[src/rtl/cymo_meas_sched.sv]
// Round-robin measurement scheduler for the frequency/phase meter core.
// Build macro CYM_SCHED_AVG_EN: sum 2^AVG_LOG2 measurements into each result.
//
// state     | meaning
// ----------+--------------------------------------------------------------
// S_IDLE    | waiting for start
// S_SELECT  | drive ch_sel to next enabled channel
// S_SETTLE  | let the clock mux settle for SETTLE_CYC cycles
// S_ARM     | meas_start pulse to the meter
// S_WAIT    | wait for meas_done or timeout
// S_CAPTURE | load result registers from capture registers
// S_OUTPUT  | hold result until res_ready
// S_DONE    | sweep_done pulse; restart when cont is set
module cymo_meas_sched #(
    parameter int N_CH        = 4,
    parameter int CNT_W       = 32,
    parameter int SETTLE_CYC  = 16,
    parameter int TIMEOUT_CYC = 200_000_000,
    parameter int AVG_LOG2    = 2
) (
    input  logic                     clk_fs,
    input  logic                     rst_n,
    input  logic                     start,
    input  logic                     cont,
    input  logic [N_CH-1:0]          ch_mask,
    output logic                     busy,
    output logic                     sweep_done,
    output logic [$clog2(N_CH)-1:0]  ch_sel,
    output logic                     meas_start,
    input  logic                     meas_done,
    input  logic [CNT_W-1:0]         fs_cnt_p_i,
    input  logic [CNT_W-1:0]         fs_cnt_n_i,
    input  logic [CNT_W-1:0]         fx_cnt_i,
    input  logic [CNT_W-1:0]         fxy_cnt_i,
    input  logic                     px_i,
    output logic                     res_valid,
    input  logic                     res_ready,
    output logic [$clog2(N_CH)-1:0]  res_ch,
    output logic [CNT_W+7:0]         res_fs,
    output logic [CNT_W+7:0]         res_fx,
    output logic [CNT_W+7:0]         res_fxy,
    output logic                     res_px,
    output logic                     res_timeout
);
    localparam int CH_W  = $clog2(N_CH);
    localparam int RES_W = CNT_W + 8;
    localparam int ST_W  = $clog2(SETTLE_CYC + 1);
    localparam int TMO_W = $clog2(TIMEOUT_CYC + 1);
`ifdef CYM_SCHED_AVG_EN
    localparam bit AVG_EN = 1'b1;
`else
    localparam bit AVG_EN = 1'b0;
`endif
    localparam logic [7:0] REP_LAST = AVG_EN ? 8'((1 << AVG_LOG2) - 1) : 8'd0;

    typedef enum logic [2:0] {
        S_IDLE, S_SELECT, S_SETTLE, S_ARM, S_WAIT, S_CAPTURE, S_OUTPUT, S_DONE
    } state_t;

    state_t            state_q;
    logic [N_CH-1:0]   mask_q;
    logic              first_q;
    logic [CH_W-1:0]   ch_sel_q;
    logic [ST_W-1:0]   settle_q;
    logic [TMO_W-1:0]  tmo_q;
    logic [7:0]        rep_q;
    logic [RES_W-1:0]  cap_fs_q, cap_fx_q, cap_fxy_q;
    logic              cap_px_q, cap_tmo_q;
    logic              busy_q, sweep_done_q, meas_start_q;
    logic              res_valid_q, res_px_q, res_timeout_q;
    logic [CH_W-1:0]   res_ch_q;
    logic [RES_W-1:0]  res_fs_q, res_fx_q, res_fxy_q;

    logic              nxt_vld_d;
    logic [CH_W-1:0]   nxt_ch_d;

    // Lowest enabled channel above ch_sel, or the lowest overall at sweep start.
    always_comb begin
        nxt_vld_d = 1'b0;
        nxt_ch_d  = '0;
        for (int i = N_CH - 1; i >= 0; i--) begin
            if (mask_q[i] && (first_q || i > int'(ch_sel_q))) begin
                nxt_vld_d = 1'b1;
                nxt_ch_d  = CH_W'(i);
            end
        end
    end

    always_ff @(posedge clk_fs) begin
        if (!rst_n) begin
            state_q       <= S_IDLE;
            mask_q        <= '0;
            first_q       <= 1'b1;
            ch_sel_q      <= '0;
            settle_q      <= '0;
            tmo_q         <= '0;
            rep_q         <= '0;
            cap_fs_q      <= '0;
            cap_fx_q      <= '0;
            cap_fxy_q     <= '0;
            cap_px_q      <= 1'b0;
            cap_tmo_q     <= 1'b0;
            busy_q        <= 1'b0;
            sweep_done_q  <= 1'b0;
            meas_start_q  <= 1'b0;
            res_valid_q   <= 1'b0;
            res_ch_q      <= '0;
            res_fs_q      <= '0;
            res_fx_q      <= '0;
            res_fxy_q     <= '0;
            res_px_q      <= 1'b0;
            res_timeout_q <= 1'b0;
        end else begin
            sweep_done_q <= 1'b0;
            meas_start_q <= 1'b0;
            case (state_q)
                S_IDLE: begin
                    if (start) begin
                        mask_q  <= ch_mask;
                        first_q <= 1'b1;
                        if (ch_mask == '0) begin
                            sweep_done_q <= 1'b1;
                        end else begin
                            busy_q  <= 1'b1;
                            state_q <= S_SELECT;
                        end
                    end
                end
                S_SELECT: begin
                    ch_sel_q  <= nxt_ch_d;
                    first_q   <= 1'b0;
                    settle_q  <= ST_W'(SETTLE_CYC - 1);
                    rep_q     <= '0;
                    cap_fs_q  <= '0;
                    cap_fx_q  <= '0;
                    cap_fxy_q <= '0;
                    cap_tmo_q <= 1'b0;
                    state_q   <= S_SETTLE;
                end
                S_SETTLE: begin
                    if (settle_q == '0) begin
                        meas_start_q <= 1'b1;
                        state_q      <= S_ARM;
                    end else begin
                        settle_q <= settle_q - 1'b1;
                    end
                end
                S_ARM: begin
                    tmo_q   <= '0;
                    state_q <= S_WAIT;
                end
                S_WAIT: begin
                    if (meas_done) begin
                        // Without averaging the accumulators restart from zero each time.
                        cap_fs_q  <= (AVG_EN ? cap_fs_q : '0) + RES_W'(fs_cnt_p_i) + RES_W'(fs_cnt_n_i);
                        cap_fx_q  <= (AVG_EN ? cap_fx_q : '0) + RES_W'(fx_cnt_i);
                        cap_fxy_q <= (AVG_EN ? cap_fxy_q : '0) + RES_W'(fxy_cnt_i);
                        cap_px_q  <= px_i;
                        cap_tmo_q <= 1'b0;
                        if (rep_q == REP_LAST) begin
                            state_q <= S_CAPTURE;
                        end else begin
                            rep_q        <= rep_q + 8'd1;
                            meas_start_q <= 1'b1;
                            state_q      <= S_ARM;
                        end
                    end else if (tmo_q == TMO_W'(TIMEOUT_CYC - 1)) begin
                        cap_fs_q  <= '0;
                        cap_fx_q  <= '0;
                        cap_fxy_q <= '0;
                        cap_px_q  <= 1'b0;
                        cap_tmo_q <= 1'b1;
                        state_q   <= S_CAPTURE;
                    end else begin
                        tmo_q <= tmo_q + 1'b1;
                    end
                end
                S_CAPTURE: begin
                    res_ch_q      <= ch_sel_q;
                    res_fs_q      <= cap_fs_q;
                    res_fx_q      <= cap_fx_q;
                    res_fxy_q     <= cap_fxy_q;
                    res_px_q      <= cap_px_q;
                    res_timeout_q <= cap_tmo_q;
                    res_valid_q   <= 1'b1;
                    state_q       <= S_OUTPUT;
                end
                S_OUTPUT: begin
                    if (res_ready) begin
                        res_valid_q <= 1'b0;
                        if (nxt_vld_d) begin
                            state_q <= S_SELECT;
                        end else begin
                            sweep_done_q <= 1'b1;
                            state_q      <= S_DONE;
                        end
                    end
                end
                S_DONE: begin
                    if (cont && ch_mask != '0) begin
                        mask_q  <= ch_mask;
                        first_q <= 1'b1;
                        state_q <= S_SELECT;
                    end else begin
                        busy_q  <= 1'b0;
                        state_q <= S_IDLE;
                    end
                end
                default: begin
                    busy_q  <= 1'b0;
                    state_q <= S_IDLE;
                end
            endcase
        end
    end

    assign busy        = busy_q;
    assign sweep_done  = sweep_done_q;
    assign ch_sel      = ch_sel_q;
    assign meas_start  = meas_start_q;
    assign res_valid   = res_valid_q;
    assign res_ch      = res_ch_q;
    assign res_fs      = res_fs_q;
    assign res_fx      = res_fx_q;
    assign res_fxy     = res_fxy_q;
    assign res_px      = res_px_q;
    assign res_timeout = res_timeout_q;

endmodule
[config.mk]
export PLATFORM = sky130hd
export DESIGN_NAME = cymo_meas_sched
export DESIGN_NICKNAME = d
export VERILOG_FILES = /design/src/rtl/cymo_meas_sched.sv
export SDC_FILE = /design/constraint.sdc
export NUM_CORES = 1
export LEC_CHECK = 0
export CAP_MARGIN = 20
export CORE_MARGIN = 1
export CORE_UTILIZATION = 40
export DETAILED_ROUTE_END_ITERATION = 10
export GPL_TIMING_DRIVEN = 0
export PLACE_DENSITY = 0.7
export SLEW_MARGIN = 20
export SYNTH_ARGS = -nofsm -noshare
export SYNTH_HDL_FRONTEND = slang
export SYNTH_SLANG_ARGS = --single-unit
[constraint.sdc]
create_clock -name clk_fs -period 5.5 [get_ports clk_fs]
set_input_delay 0.55 -clock clk_fs [delete_from_list [all_inputs] [get_ports clk_fs]]
set_output_delay 0.55 -clock clk_fs [all_outputs]
set_load 0.03 [all_outputs]
==> impl_metrics.tcl <==
set metrics [dict create \
    run_status "completed" \
    ant_nets 0 \
    seq_area_frac_synth_pct 45.48 \
    mostFrequentLayoutCell "sky130_fd_sc_hd__nand2_1" \
    final_hold_viol_count 0 \
    detailedPlacementHpwl_mm 22.68 \
    dieArea_um2 28740 \
    final_critical_path_time_including_i_o_delays_and_setup_ns 2.928 \
    number_of_pins_exceeding_their_max_slew_limit_in_the_final_report 0 \
    worst_hold_path.num_cells 2 \
    drive_gt1_share_pct 5.360 \
    p_leak_nw 5.428 \
    global_route.usage.total_pct 20.99 \
    num-nets-final 1840 \
    drc 0 \
    path_clk_slew_ns 0.06 \
    ys_ff_latch 255 \
    grt_overflow_total 0 \
    ctsHtreeMaxLevel 1 \
    criticalPathCategory "reg2reg" \
    synthTopCellsByArea "sky130_fd_sc_hd__dfxtp_1 (45%), sky130_fd_sc_hd__nand2_1 (9.1%), sky130_fd_sc_hd__a21oi_1 (7.4%), sky130_fd_sc_hd__a22oi_1 (5.3%), sky130_fd_sc_hd__nor2_1 (5.1%)" \
    holdPathEnd "first_q$_SDFFE_PN1P_" \
    report.final.setup_viol 0 \
    power.density_cell_area_nw_per_um2 297.8 \
    max-clock-path-buffers 3 \
    core.rowCount 60 \
    port_buffers 244 \
    die_height_um 169.5 \
    clock.fmax_mhz 341.5 \
    max_stage_delay_ns 0.81 \
    syn_avg_cell_area_um2 8.193 \
    yosys_most_used_dff "sky130_fd_sc_hd__dfxtp_1" \
    worst_path_most_repeated_cell "sky130_fd_sc_hd__nor2_1" \
    synth_enable_flop_cells 0 \
    route.detailed.wl_per_inst_um 15.00 \
    r2r_setup_slack_ns 2.57 \
    synthDistinctLibCells 60 \
    effective_utilization_at_floorplan_pct 41.19 \
    cts.repair_timing.setup_buffer_count 0 \
    gpl.final_weighted_congestion 0.8792 \
    cts.hold.buffers_added 0 \
    cts-buffers-inserted 25 \
    avgViaCountPerCell 5.003 \
    worst_ep_required_time_ns 5.95 \
    antenna_found_initial 4 \
    syn-instance-count 1370 \
    timing.slew.headroom_pct 29.22 \
    tritoncts_clock_tree "done" \
    grt_pass1_wl_mm 48.91 \
    hold_class "in2reg" \
    routed_wirelength_mm 30.77 \
    rsz_0062_raised_after_global_routing "no" \
    final.setup_skew_ns 0.01248 \
    synth-warning-count 0 \
    layout.cells.most_common_list "sky130_fd_sc_hd__nand2_1 (271), sky130_fd_sc_hd__dfxtp_1 (255), sky130_fd_sc_hd__clkdlybuf4s50_1 (244), sky130_fd_sc_hd__a21oi_1 (166), sky130_fd_sc_hd__nor2_1 (153)" \
    dr_total_vias 10260 \
    clk_latency_ns 0.52 \
    synth_top_cell_by_area "sky130_fd_sc_hd__dfxtp_1" \
    critical_path_fanouts_max 10 \
    critPathSlowestCell "sky130_fd_sc_hd__nor2_1" \
    die_w_um 169.5 \
    antenna_cells_inserted 0 \
    placeableCoreArea_um2 27250 \
    area.growth.synth_to_final_pct 34.26 \
    crit_chain "ha_1, nand4_1, nor3_1, nor2_1, nor2_1, nor2_1, clkbuf_1, a22oi_1, nor2_1" \
    drt_initial_violations 626 \
    numClockSinks 255 \
    worst_hold_startpoint "rst_n" \
    peakVddDrop_uv 195.6 \
    cp_data_arrival_time_ns 3.37 \
    rr_worst_depth 9 \
    tightest_slew_ns 1.058 \
    critical_path.reg2reg.endpoint "cap_fx_q[9]$_SDFFE_PN0P_" \
    cap_viol_max_count 0 \
    grt_pass1_vias 9705 \
    post_dp_cell_area_um2 14210 \
    clockRootBuffer "sky130_fd_sc_hd__clkbuf_16" \
    min_period_over_period_pct 53.24 \
    postSynth.asyncResetShare_pct 0 \
    r2r-start "tmo_q[0]$_SDFFE_PN0P_" \
    start_kind "flip-flop" \
    grt_max_degree 16 \
    final_design_area_no_fill_um2 15070 \
    setup.worst_path.end_class "flip-flop" \
    finalPower_mw 4.487 \
    detailedRoute.firstPassIterationCount 5 \
    netlist.area_leader.share_pct 45.48 \
    fin_tns_setup_ns 0 \
    cts.repair.resized 0 \
    netlist_area_um2 11220 \
    pin_count 269 \
]
==> Yosys cell counts, drive strengths merged (2+ instances only) <==
library cell / n
buf: 28
and2: 4
a31oi: 8
nand3b: 6
and4: 4
ha: 37
o211ai: 4
clkbuf: 77
nor2: 154
o31a: 2
xnor2: 28
nand4: 10
o21ai: 52
mux2i: 5
a21o: 18
nor4bb: 2
a211oi: 6
dfxtp: 255
o21a: 3
o31ai: 3
nor3: 18
a22oi: 79
inv: 18
nor4b: 3
or3: 13
and3: 9
nand2: 271
xor2: 24
nand3: 21
nand2b: 6
o21bai: 3
nor2b: 11
a21oi: 171
nor4: 2
==> kinds of logic after synthesis <==
group / after synthesis / share of synthesized area, %
compound gates: 357 / 19.89
xor+xnor: 52 / 4.058
fa+ha+maj: 38 / 4.303
buf+inv: 123 / 5.150
flops: 255 / 45.48
mux: 5 / 0.4459
other cells: 1 / 0.03341
simple gates: 539 / 20.64
==> worst max path at each step <==
| stage | startpoint | endpoint | depth (start not counted) |
|---|---|---|---|
| 6_report | tmo_q[0]$_SDFFE_PN0P_ | cap_fx_q[9]$_SDFFE_PN0P_ | 9 |
| 5_1_grt | tmo_q[0]$_SDFFE_PN0P_ | cap_fx_q[9]$_SDFFE_PN0P_ | 9 |
| 4_1_cts | tmo_q[0]$_SDFFE_PN0P_ | cap_fx_q[9]$_SDFFE_PN0P_ | 9 |
| 3_5_place_dp | fs_cnt_p_i[0] | cap_fs_q[32]$_SDFFE_PN0P_ | 13 |
| 3_3_place_gp | fs_cnt_p_i[0] | cap_fs_q[32]$_SDFFE_PN0P_ | 13 |
| 2_1_floorplan | fs_cnt_p_i[3] | cap_fs_q[19]$_SDFFE_PN0P_ | 10 |
==> worst max-delay path, delay by kind of cell, from the launching register on <==
| kind | cells | cell delay (ns) |
|---|---|---|
| fa+ha+maj | 1 | 0.25 |
| compound gates | 1 | 0.20 |
| flops | 1 | 0.37 |
| buf+inv | 1 | 0.65 |
| simple gates | 6 | 1.38 |
==> where the power goes <==
part	switching, mW	internal (mW)
registers	0.0329	1.89
clock network	0.720	1.06
logic	0.473	0.308
==> metal layers <==
metal	vias to the layer above	part of all wire [%]	GRT usage [%]
li1	5237	-	-
met1	4698	43	26.19
met2	266	48	36.95
met3	54	5.9	3.895
met4	6	2.2	5.562
met5	-	0.11	0
==> through the flow <==
step / setup slack [ns] / util [%] / hold slack [ns] / std cells
detailed placement: 2.100 / 52.16 / 0.4421 / 2008
floorplan: 2.955 / - / 0.4249 / 1392
global placement: 2.178 / 52.16 / 0.4363 / 2008
global route: 2.381 / 55.30 / 0.4459 / 2051
finish: 2.572 / 55.30 / 0.4258 / 2051
CTS: 2.539 / 55.30 / 0.4067 / 2051
==> registers in the layout (all words and copies together) (netlist names), 2 cells and up <==
register	cells
mask_q	4
rep_q	8
cap_fxy_q	32
res_fxy	32
settle_q	5
cap_fx_q	32
res_fs	33
ch_sel	2
res_ch	2
res_fx	32
cap_fs_q	33
tmo_q	28
state_q	3
==> cell type report <==
| cell class | instances | area, um^2 |
|---|---|---|
| Buffer | 105 | 510.5 |
| Clock buffer | 30 | 674.4 |
| Clock inverter | 13 | 180.2 |
| Fill cell | 2525 | 12180 |
| Inverter | 18 | 67.56 |
| Multi-Input combinational cell | 1014 | 5624 |
| Sequential cell | 255 | 5105 |
| Tap cell | 372 | 465.4 |
| Timing Repair Buffer | 244 | 2442 |
Note: power is estimated with default switching activity, not from simulation.
